**src/rtl/trivia_block_feeder.sv**
```systemverilog
// Input-side block feeder for the TriviA controller: buffers AD/message words
// in a small FIFO and returns one 10*-padded 64-bit block per block request.
module trivia_block_feeder #(
  parameter int DEPTH = 4
) (
  input  logic        clk,
  input  logic        rst,
  input  logic        start,
  input  logic [63:0] adlen,
  input  logic [63:0] msglen,
  input  logic [63:0] s_data,
  input  logic        s_valid,
  output logic        s_ready,
  input  logic        blk_req,
  output logic [63:0] blk_data,
  output logic        blk_valid,
  output logic        blk_final,
  output logic        phase,
  output logic        underrun,
  output logic        done
);

  localparam int AW = $clog2(DEPTH);
  localparam logic [AW:0] FULL_CNT = (AW + 1)'(DEPTH);

  typedef enum logic [1:0] {ST_IDLE, ST_AD, ST_MSG, ST_DONE} state_t;

  state_t      r_state;
  logic [63:0] r_mem [DEPTH];
  logic [AW-1:0] r_wptr, r_rptr;
  logic [AW:0] r_count;
  logic [63:0] r_in_ad, r_in_msg, r_out_ad, r_out_msg;
  logic [63:0] r_blk_data;
  logic        r_blk_valid, r_blk_final, r_phase, r_underrun, r_done;

  logic        w_full, w_empty, w_active, w_push, w_pop, w_last, w_start;
  logic [63:0] w_rem, w_rem_next;

  // Input words needed for a phase; an empty phase still consumes one word.
  function automatic logic [63:0] word_count(input logic [63:0] len);
    if (len == 64'd0) return 64'd1;
    return (len >> 3) + {63'd0, |len[2:0]};
  endfunction

  // Keep the first r bytes, place 0x80 at byte r, zero the rest (r < 8).
  function automatic logic [63:0] pad_block(input logic [63:0] w, input logic [63:0] r);
    logic [5:0]  sh;
    logic [63:0] keep;
    if (r >= 64'd8) return w;
    sh   = {r[2:0], 3'b000};
    keep = ~(64'hFFFF_FFFF_FFFF_FFFF >> sh);
    return (w & keep) | (64'h80 << (6'd56 - sh));
  endfunction

  assign w_full     = (r_count == FULL_CNT);
  assign w_empty    = (r_count == '0);
  assign w_active   = (r_state == ST_AD) | (r_state == ST_MSG);
  assign s_ready    = ~w_full & ((r_in_ad != 64'd0) | (r_in_msg != 64'd0));
  assign w_push     = s_valid & s_ready;
  assign w_pop      = blk_req & w_active & ~w_empty;
  assign w_start    = start & ((r_state == ST_IDLE) | (r_state == ST_DONE));
  assign w_rem      = (r_state == ST_MSG) ? r_out_msg : r_out_ad;
  assign w_last     = (w_rem <= 64'd8);
  assign w_rem_next = (w_rem >= 64'd8) ? (w_rem - 64'd8) : 64'd0;

  assign blk_data  = r_blk_data;
  assign blk_valid = r_blk_valid;
  assign blk_final = r_blk_final;
  assign phase     = r_phase;
  assign underrun  = r_underrun;
  assign done      = r_done;

  always_ff @(posedge clk) begin
    if (w_push) r_mem[r_wptr] <= s_data;
  end

  always_ff @(posedge clk) begin
    if (!rst) begin
      r_state     <= ST_IDLE;
      r_wptr      <= '0;
      r_rptr      <= '0;
      r_count     <= '0;
      r_in_ad     <= 64'd0;
      r_in_msg    <= 64'd0;
      r_out_ad    <= 64'd0;
      r_out_msg   <= 64'd0;
      r_blk_data  <= 64'd0;
      r_blk_valid <= 1'b0;
      r_blk_final <= 1'b0;
      r_phase     <= 1'b0;
      r_underrun  <= 1'b0;
      r_done      <= 1'b0;
    end else begin
      r_blk_valid <= 1'b0;
      r_blk_final <= 1'b0;

      if (w_push) begin
        r_wptr <= r_wptr + 1'b1;
        if (r_in_ad != 64'd0) r_in_ad  <= r_in_ad - 64'd1;
        else                  r_in_msg <= r_in_msg - 64'd1;
      end

      case ({w_push, w_pop})
        2'b10:   r_count <= r_count + 1'b1;
        2'b01:   r_count <= r_count - 1'b1;
        default: r_count <= r_count;
      endcase

      if (w_pop) begin
        r_rptr      <= r_rptr + 1'b1;
        r_blk_data  <= pad_block(r_mem[r_rptr], w_rem);
        r_blk_valid <= 1'b1;
        r_blk_final <= w_last;
        if (r_state == ST_MSG) r_out_msg <= w_rem_next;
        else                   r_out_ad  <= w_rem_next;
        if (w_last) begin
          if (r_state == ST_AD) begin
            r_state <= ST_MSG;
          end else begin
            r_state <= ST_DONE;
            r_done  <= 1'b1;
          end
        end
      end

      if (blk_req & w_active & w_empty) r_underrun <= 1'b1;

      // phase trails the state change by one cycle, landing after blk_final
      if (r_state == ST_MSG) r_phase <= 1'b1;

      if (w_start) begin
        r_in_ad    <= word_count(adlen);
        r_in_msg   <= word_count(msglen);
        r_out_ad   <= adlen;
        r_out_msg  <= msglen;
        r_done     <= 1'b0;
        r_underrun <= 1'b0;
        r_phase    <= 1'b0;
        r_state    <= ST_AD;
      end
    end
  end

endmodule
```
**config.mk**
```make
export PLATFORM = sky130hd
export DESIGN_NAME = trivia_block_feeder
export DESIGN_NICKNAME = d
export VERILOG_FILES = /design/src/rtl/trivia_block_feeder.sv
export SDC_FILE = /design/constraint.sdc
export NUM_CORES = 1
export LEC_CHECK = 0
export ABC_AREA = 1
export ABC_CLOCK_PERIOD_IN_PS = 4600
export CORE_ASPECT_RATIO = 1.4
export CORE_MARGIN = 2
export CORE_UTILIZATION = 35
export DETAILED_ROUTE_END_ITERATION = 6
export PLACE_DENSITY = 0.63
export SYNTH_ARGS = -nofsm -noshare
export SYNTH_HDL_FRONTEND = slang
export SYNTH_SLANG_ARGS = --single-unit
```
**constraint.sdc**
```tcl
create_clock -name clk -period 4.6 [get_ports clk]
set_clock_uncertainty 0.1 [all_clocks]
set_input_delay 0.69 -clock clk [delete_from_list [all_inputs] [get_ports clk]]
set_output_delay 0.69 -clock clk [all_outputs]
set_load 0.01 [all_outputs]
```
==> results of run 1 <==
==> kinds of logic (layout without fill, tap and decap cells) <==
group,after synthesis,count (layout),synth area share (%)
simple gates,2987,2987,34.0
compound gates,888,888,13.7
buf+inv,759,1004,8.31
flops,592,592,40.3
xor+xnor,125,125,3.06
fa+ha+maj,18,18,0.650
==> per-stage QoR <==
step                      setup WS, ps  hold WS (ps)
after floorplan                    109           336
after global placement             510           344
after detailed placement           471           355
after CTS                          555           365
after global routing               390           384
final                              556           365
==> path summary, 6_finish.rpt <==
kind                  end  slack (ps)
max reg2reg  blk_data[33]         700
min          blk_data[57]         360
min reg2reg  blk_data[57]         360
max               s_ready         560
==> per-layer routing <==
metal	vias up	track usage (%)	wire length (um)
met5	-	0	76
met2	1489	52.0	77600
met1	17872	34.2	60600
met3	376	4.76	10100
met4	12	19.6	11900
li1	17935	-	-
==> registers in the layout, indices dropped and copies added (netlist names), named ones only <==
register,flops
blk_data,64
blk_final,1
blk_valid,1
done,1
phase,1
r_count,3
r_in_ad,64
r_in_msg,64
r_mem,256
r_out_ad,64
r_out_msg,64
r_rptr,2
r_state,2
r_wptr,2
underrun,1
==> Yosys cell counts, types with 25 or more instances <==
library cell  count  area, sq um
nand4_1         111          694
xnor2_1          27          236
o21ai_0         358         1790
a31oi_1          28          175
edfxtp_1        256         7690
xor2_1           98          858
nand3_1         287         1440
nor3_1          105          526
clkbuf_1        170          638
o22ai_1          94          588
nand2_1        1492         5600
nor2_2           32          200
buf_2            25          125
o21a_1           26          195
nor2_1          926         3480
inv_1           528         1980
a21oi_1         317         1590
dfxtp_1         336         6730
==> cell type report <==
type,count,share of cell area [%]
clock buffers,89,4.36
clock inverters,33,1.07
inverters,537,4.78
multi-input cells,4018,43.5
flip-flops and latches,592,34.0
well taps,1330,3.92
repair buffers,345,8.32
==> critical path, stage by stage (launching register included) <==
cell and delay (ps):
dfxtp_1 390, nor2_1 250, nand2_1 80, nor2_1 350
nand3_1 140, nor2_1 120, nand2_1 170, o21a_1 480
clkdlybuf4s50_1 590
==> power by group through the flow <==
stage,clock (mW),combinational [mW],sequential (mW)
2_1_floorplan,0,2.13,6.14
3_3_place_gp,0,3.44,6.22
3_5_place_dp,0,3.45,6.22
4_1_cts,5.77,3.47,6.11
5_1_grt,5.95,3.86,6.16
6_report,5.67,3.52,6.12
==> impl_metrics.tcl, run 1 <==
set metrics [dict create \
    syn_inst 5369 \
    yosysWarnings 0 \
    drive_gt1_share_pct 4.68 \
    design.core.area_sq_mm 0.101 \
    crit_path_start_kind "flip-flop" \
    vdd_drop_max_v 0.000320 \
    final_cell_mix "nand2_1 (1488), nor2_1 (921), inv_1 (525)" \
    drt_iter0_drc 3342 \
    fmax_mhz 247 \
    finalHoldViolations 0 \
    crit_start "r_in_ad[54]" \
    cts_root_buf "clkbuf_16" \
    critPathCaptureType "primary output" \
    die_area_sq_mm 0.105 \
    slew-limit-headroom_pct 20.1 \
    tns_ps 0 \
    power_density_mw_per_mm2 361 \
    drc 0 \
    n_antenna_cell 0 \
    leakage_nw 17.0 \
    area_delta_synth_final_pct 18.5 \
    grt.total_usage_pct 30.1 \
    seqPwrFrac_pct 40.0 \
    fp.dieH_um 382 \
    port_buffers 266 \
    vias 37684 \
    syn-cell-area_sq_mm 0.0358 \
    placed_cell_area_sq_mm 0.0401 \
    wl_per_cell_um 23.1 \
    p_int_mw 10.1 \
    period_needed_ps 4040 \
    row_count 138 \
    power.share.switching_pct 33.7 \
    synthFlopType "dfxtp_1" \
    numCtsBuffers 68 \
    layout_commonest_cell "nand2_1" \
    comb_power_share_pct 23.0 \
    path_max_fanout 4 \
    die_x_um 274 \
    syn_area_per_cell_sq_um 6.66 \
    rsz0062_at_grt "no" \
    worst_pin_slew_ps 1200 \
    r2r-start "r_state[0]" \
    hold_path_depth 2 \
    grt_pass1_vias 36509 \
    clk_latency_ps 670 \
    p_switching_mw 5.17 \
    start_util_pct 35.4 \
    crit_arrival_ps 3250 \
    first_pass_iters 6 \
    dp_cells 6822 \
    power_mw 15.3 \
    postCtsResizedCells 0 \
    final_max_slew_viol_count 0 \
    grt_pass1_wl_um 235000 \
    grt-ovfl-total 0 \
    yosysSeqAreaShare_pct 40.3 \
    finalCritPeriodShare_pct 87.9 \
    crit_type "flip-flop to primary output" \
    totalWireLength_um 160000 \
    post-route-cell-area_sq_mm 0.0424 \
    reg2reg_depth 15 \
    clkPwrFrac_pct 37.0 \
    htreeDepth 3 \
    status "finished clean" \
    max_cap_viol_count 0 \
    ys_types 46 \
    synth_seq_cells 592 \
    cts_sinks 592 \
    finalSetupViolations 0 \
    fillCellCount 10733 \
    crit_required_ps 3810 \
    hp-class "flip-flop to flip-flop" \
    min-delay-start "blk_data[57]" \
    cts_max_path_buffers 3 \
    cts_hold_buf 0 \
    antenna_found_initial 9 \
    fin_cells 6944 \
    ff_latch_area_sq_mm 0.0144 \
    nets 5777 \
    multi_input_area_sq_mm 0.0185 \
    post_cts_buffers 0 \
    viasPerCell 5.43 \
    ioPinCount 267 \
    cts_tree "done" \
    synthesis.nets 5584 \
    grt_max_degree 159 \
    postRouteAntennaNets 0 \
    globalplace.congestion 1.04 \
    synth_edf_count 256 \
    clkTransAtPathRegs_ps 70 \
    async_flop_share_pct 0 \
    final_core_util_pct 41.9 \
    dpl.hpwl_um 122000 \
]
Power figures use the tool's default switching activity.
==> run 2, diff against run 1 <==
--- a/config.mk
+++ b/config.mk
@@ -6,10 +6,10 @@
 export NUM_CORES = 1
 export LEC_CHECK = 0
 export ABC_AREA = 1
-export ABC_CLOCK_PERIOD_IN_PS = 4600
 export CORE_ASPECT_RATIO = 1.4
 export CORE_MARGIN = 2
 export CORE_UTILIZATION = 35
+export CTS_BUF_LIST = sky130_fd_sc_hd__clkbuf_4 sky130_fd_sc_hd__clkbuf_8 sky130_fd_sc_hd__clkbuf_16
 export DETAILED_ROUTE_END_ITERATION = 6
 export PLACE_DENSITY = 0.63
 export SYNTH_ARGS = -nofsm -noshare
==> run 2 against run 1 <==
Compared with the run above:
- count of clock-buffer cells in the layout unchanged
- non-clock buffer count unchanged
- register-to-register slack about the same
- clock power up 1%
- worst hold slack better by 0.84 ps
- flip-flop and latch count unchanged
- power up 0.51%
- cell count unchanged
- first-iteration DRC count up 3.1%
- design area up 0.12%
- worst setup slack about the same
- critical endpoint unchanged
- highest routed layer unchanged
==> impl_metrics.tcl, run 2 (synthesized netlist as in run 1, its figures left out) <==
set metrics [dict create \
    dpl.hpwl_um 122000 \
    die_x_um 274 \
    worstPathCellList "nor2_1 > nand2_1 > nor2_1 > nand3_1 > nor2_1 > nand2_1 > o21a_1 > clkdlybuf4s50_1" \
    power.share.switching_pct 33.5 \
    numCtsBuffers 68 \
    final_cell_mix "nand2_1 (1488), nor2_1 (921), inv_1 (525)" \
    layout_commonest_cell "nand2_1" \
    finalCritPeriodShare_pct 87.9 \
    placed_cell_area_sq_mm 0.0401 \
    grt_max_degree 159 \
    tns_ps 0 \
    clkPwrFrac_pct 37.3 \
    fillCellCount 10732 \
    crit_type "flip-flop to primary output" \
    fin_cells 6944 \
    crit_path_start_kind "flip-flop" \
    clk_latency_ps 670 \
    leakage_nw 17.1 \
    fp.dieH_um 382 \
    crit_arrival_ps 3250 \
    n_antenna_cell 0 \
    min-delay-start "blk_data[41]" \
    first_pass_iters 7 \
    clkTransAtPathRegs_ps 70 \
    crit_required_ps 3810 \
    cts_tree "done" \
    final_max_slew_viol_count 0 \
    path_max_fanout 4 \
    finalHoldViolations 0 \
    grt.total_usage_pct 30.1 \
    drt_iter0_drc 3446 \
    vdd_drop_max_v 0.000330 \
    ioPinCount 267 \
    post_cts_buffers 0 \
    wl_per_cell_um 23.1 \
    port_buffers 266 \
    grt_pass1_wl_um 236000 \
    fin_ws_ps 555 \
    multi_input_area_sq_mm 0.0185 \
    start_util_pct 35.4 \
    fmax_mhz 247 \
    nets 5777 \
    cts_sinks 592 \
    top_register "r_mem" \
    worst_pin_slew_ps 1190 \
    slew-limit-headroom_pct 20.7 \
    power_mw 15.4 \
    power_density_mw_per_mm2 363 \
    dp_cells 6822 \
    totalWireLength_um 161000 \
    drc 0 \
    r2r-start "r_state[0]" \
    htreeDepth 3 \
    die_area_sq_mm 0.105 \
    post-route-cell-area_sq_mm 0.0425 \
    area_delta_synth_final_pct 18.7 \
    seqPwrFrac_pct 39.8 \
    viasPerCell 5.42 \
    globalplace.congestion 1.04 \
    grt-ovfl-total 0 \
    cts_hold_buf 0 \
    crit_slowest_cell "clkdlybuf4s50_1" \
    row_count 138 \
    cts_max_path_buffers 3 \
    dp_worst_setup_slack_ps 471 \
    comb_power_share_pct 22.9 \
    crit_path_max_incr_delay_ps 590 \
    finalSetupViolations 0 \
    max_cap_viol_count 0 \
    holdWs_ps 366 \
    status "finished clean" \
    vias 37671 \
    rsz0062_at_grt "no" \
    grt_pass1_vias 36443 \
    crit_start "r_in_ad[54]" \
    cts_root_buf "clkbuf_16" \
    hp-class "flip-flop to flip-flop" \
    postRouteAntennaNets 0 \
    period_needed_ps 4040 \
    postCtsResizedCells 0 \
    critPathCaptureType "primary output" \
    drive_gt1_share_pct 4.93 \
    p_switching_mw 5.16 \
    largest_reg_flops 256 \
    final_core_util_pct 42.0 \
    worst_path_most_repeated_cell "nor2_1" \
    antenna_found_initial 9 \
    ff_latch_area_sq_mm 0.0144 \
    design.core.area_sq_mm 0.101 \
    p_int_mw 10.2 \
]
-- run 2: per-layer routing --
| layer | vias up | global-route usage (%) | wire (um) |
|---|---|---|---|
| met5 | - | 0 | 78 |
| met3 | 411 | 4.68 | 10100 |
| met1 | 17818 | 34.4 | 60700 |
| met2 | 1498 | 52.1 | 77500 |
| li1 | 17932 | - | - |
| met4 | 12 | 19.4 | 12100 |
-- run 2: worst max-delay path: cells and delay by family (launching register included) --
| kind | cells | cell delay (ps) |
|---|---|---|
| AO/OA/AOI/OAI | 1 | 480 |
| buffers and inverters | 1 | 590 |
| flip-flops | 1 | 390 |
| AND/OR/NAND/NOR | 6 | 1110 |
-- run 2: layout make-up --
type | instances | area share (%)
sequential | 592 | 34.0
clock inverter | 33 | 1.07
inverter | 537 | 4.78
multi-input combinational | 4018 | 43.5
timing repair buffer | 345 | 8.31
tap | 1330 | 3.92
clock buffer | 89 | 4.48
-- run 2: worst paths after layout --
check | end | slack [ps] | depth (start not counted)
worst max-delay path | s_ready | 560 | 8
worst min-delay path | blk_data[41] | 370 | 2
worst max register to register | blk_data[33] | 690 | 15
worst min register to register | blk_data[41] | 370 | 2
-- run 2: power groups by stage --
stage	Combinational [mW]	Sequential [mW]	Clock [mW]
2_1_floorplan	2.13	6.14	0
3_3_place_gp	3.44	6.22	0
3_5_place_dp	3.45	6.22	0
4_1_cts	3.47	6.11	5.85
5_1_grt	3.87	6.16	6.03
6_report	3.52	6.12	5.75
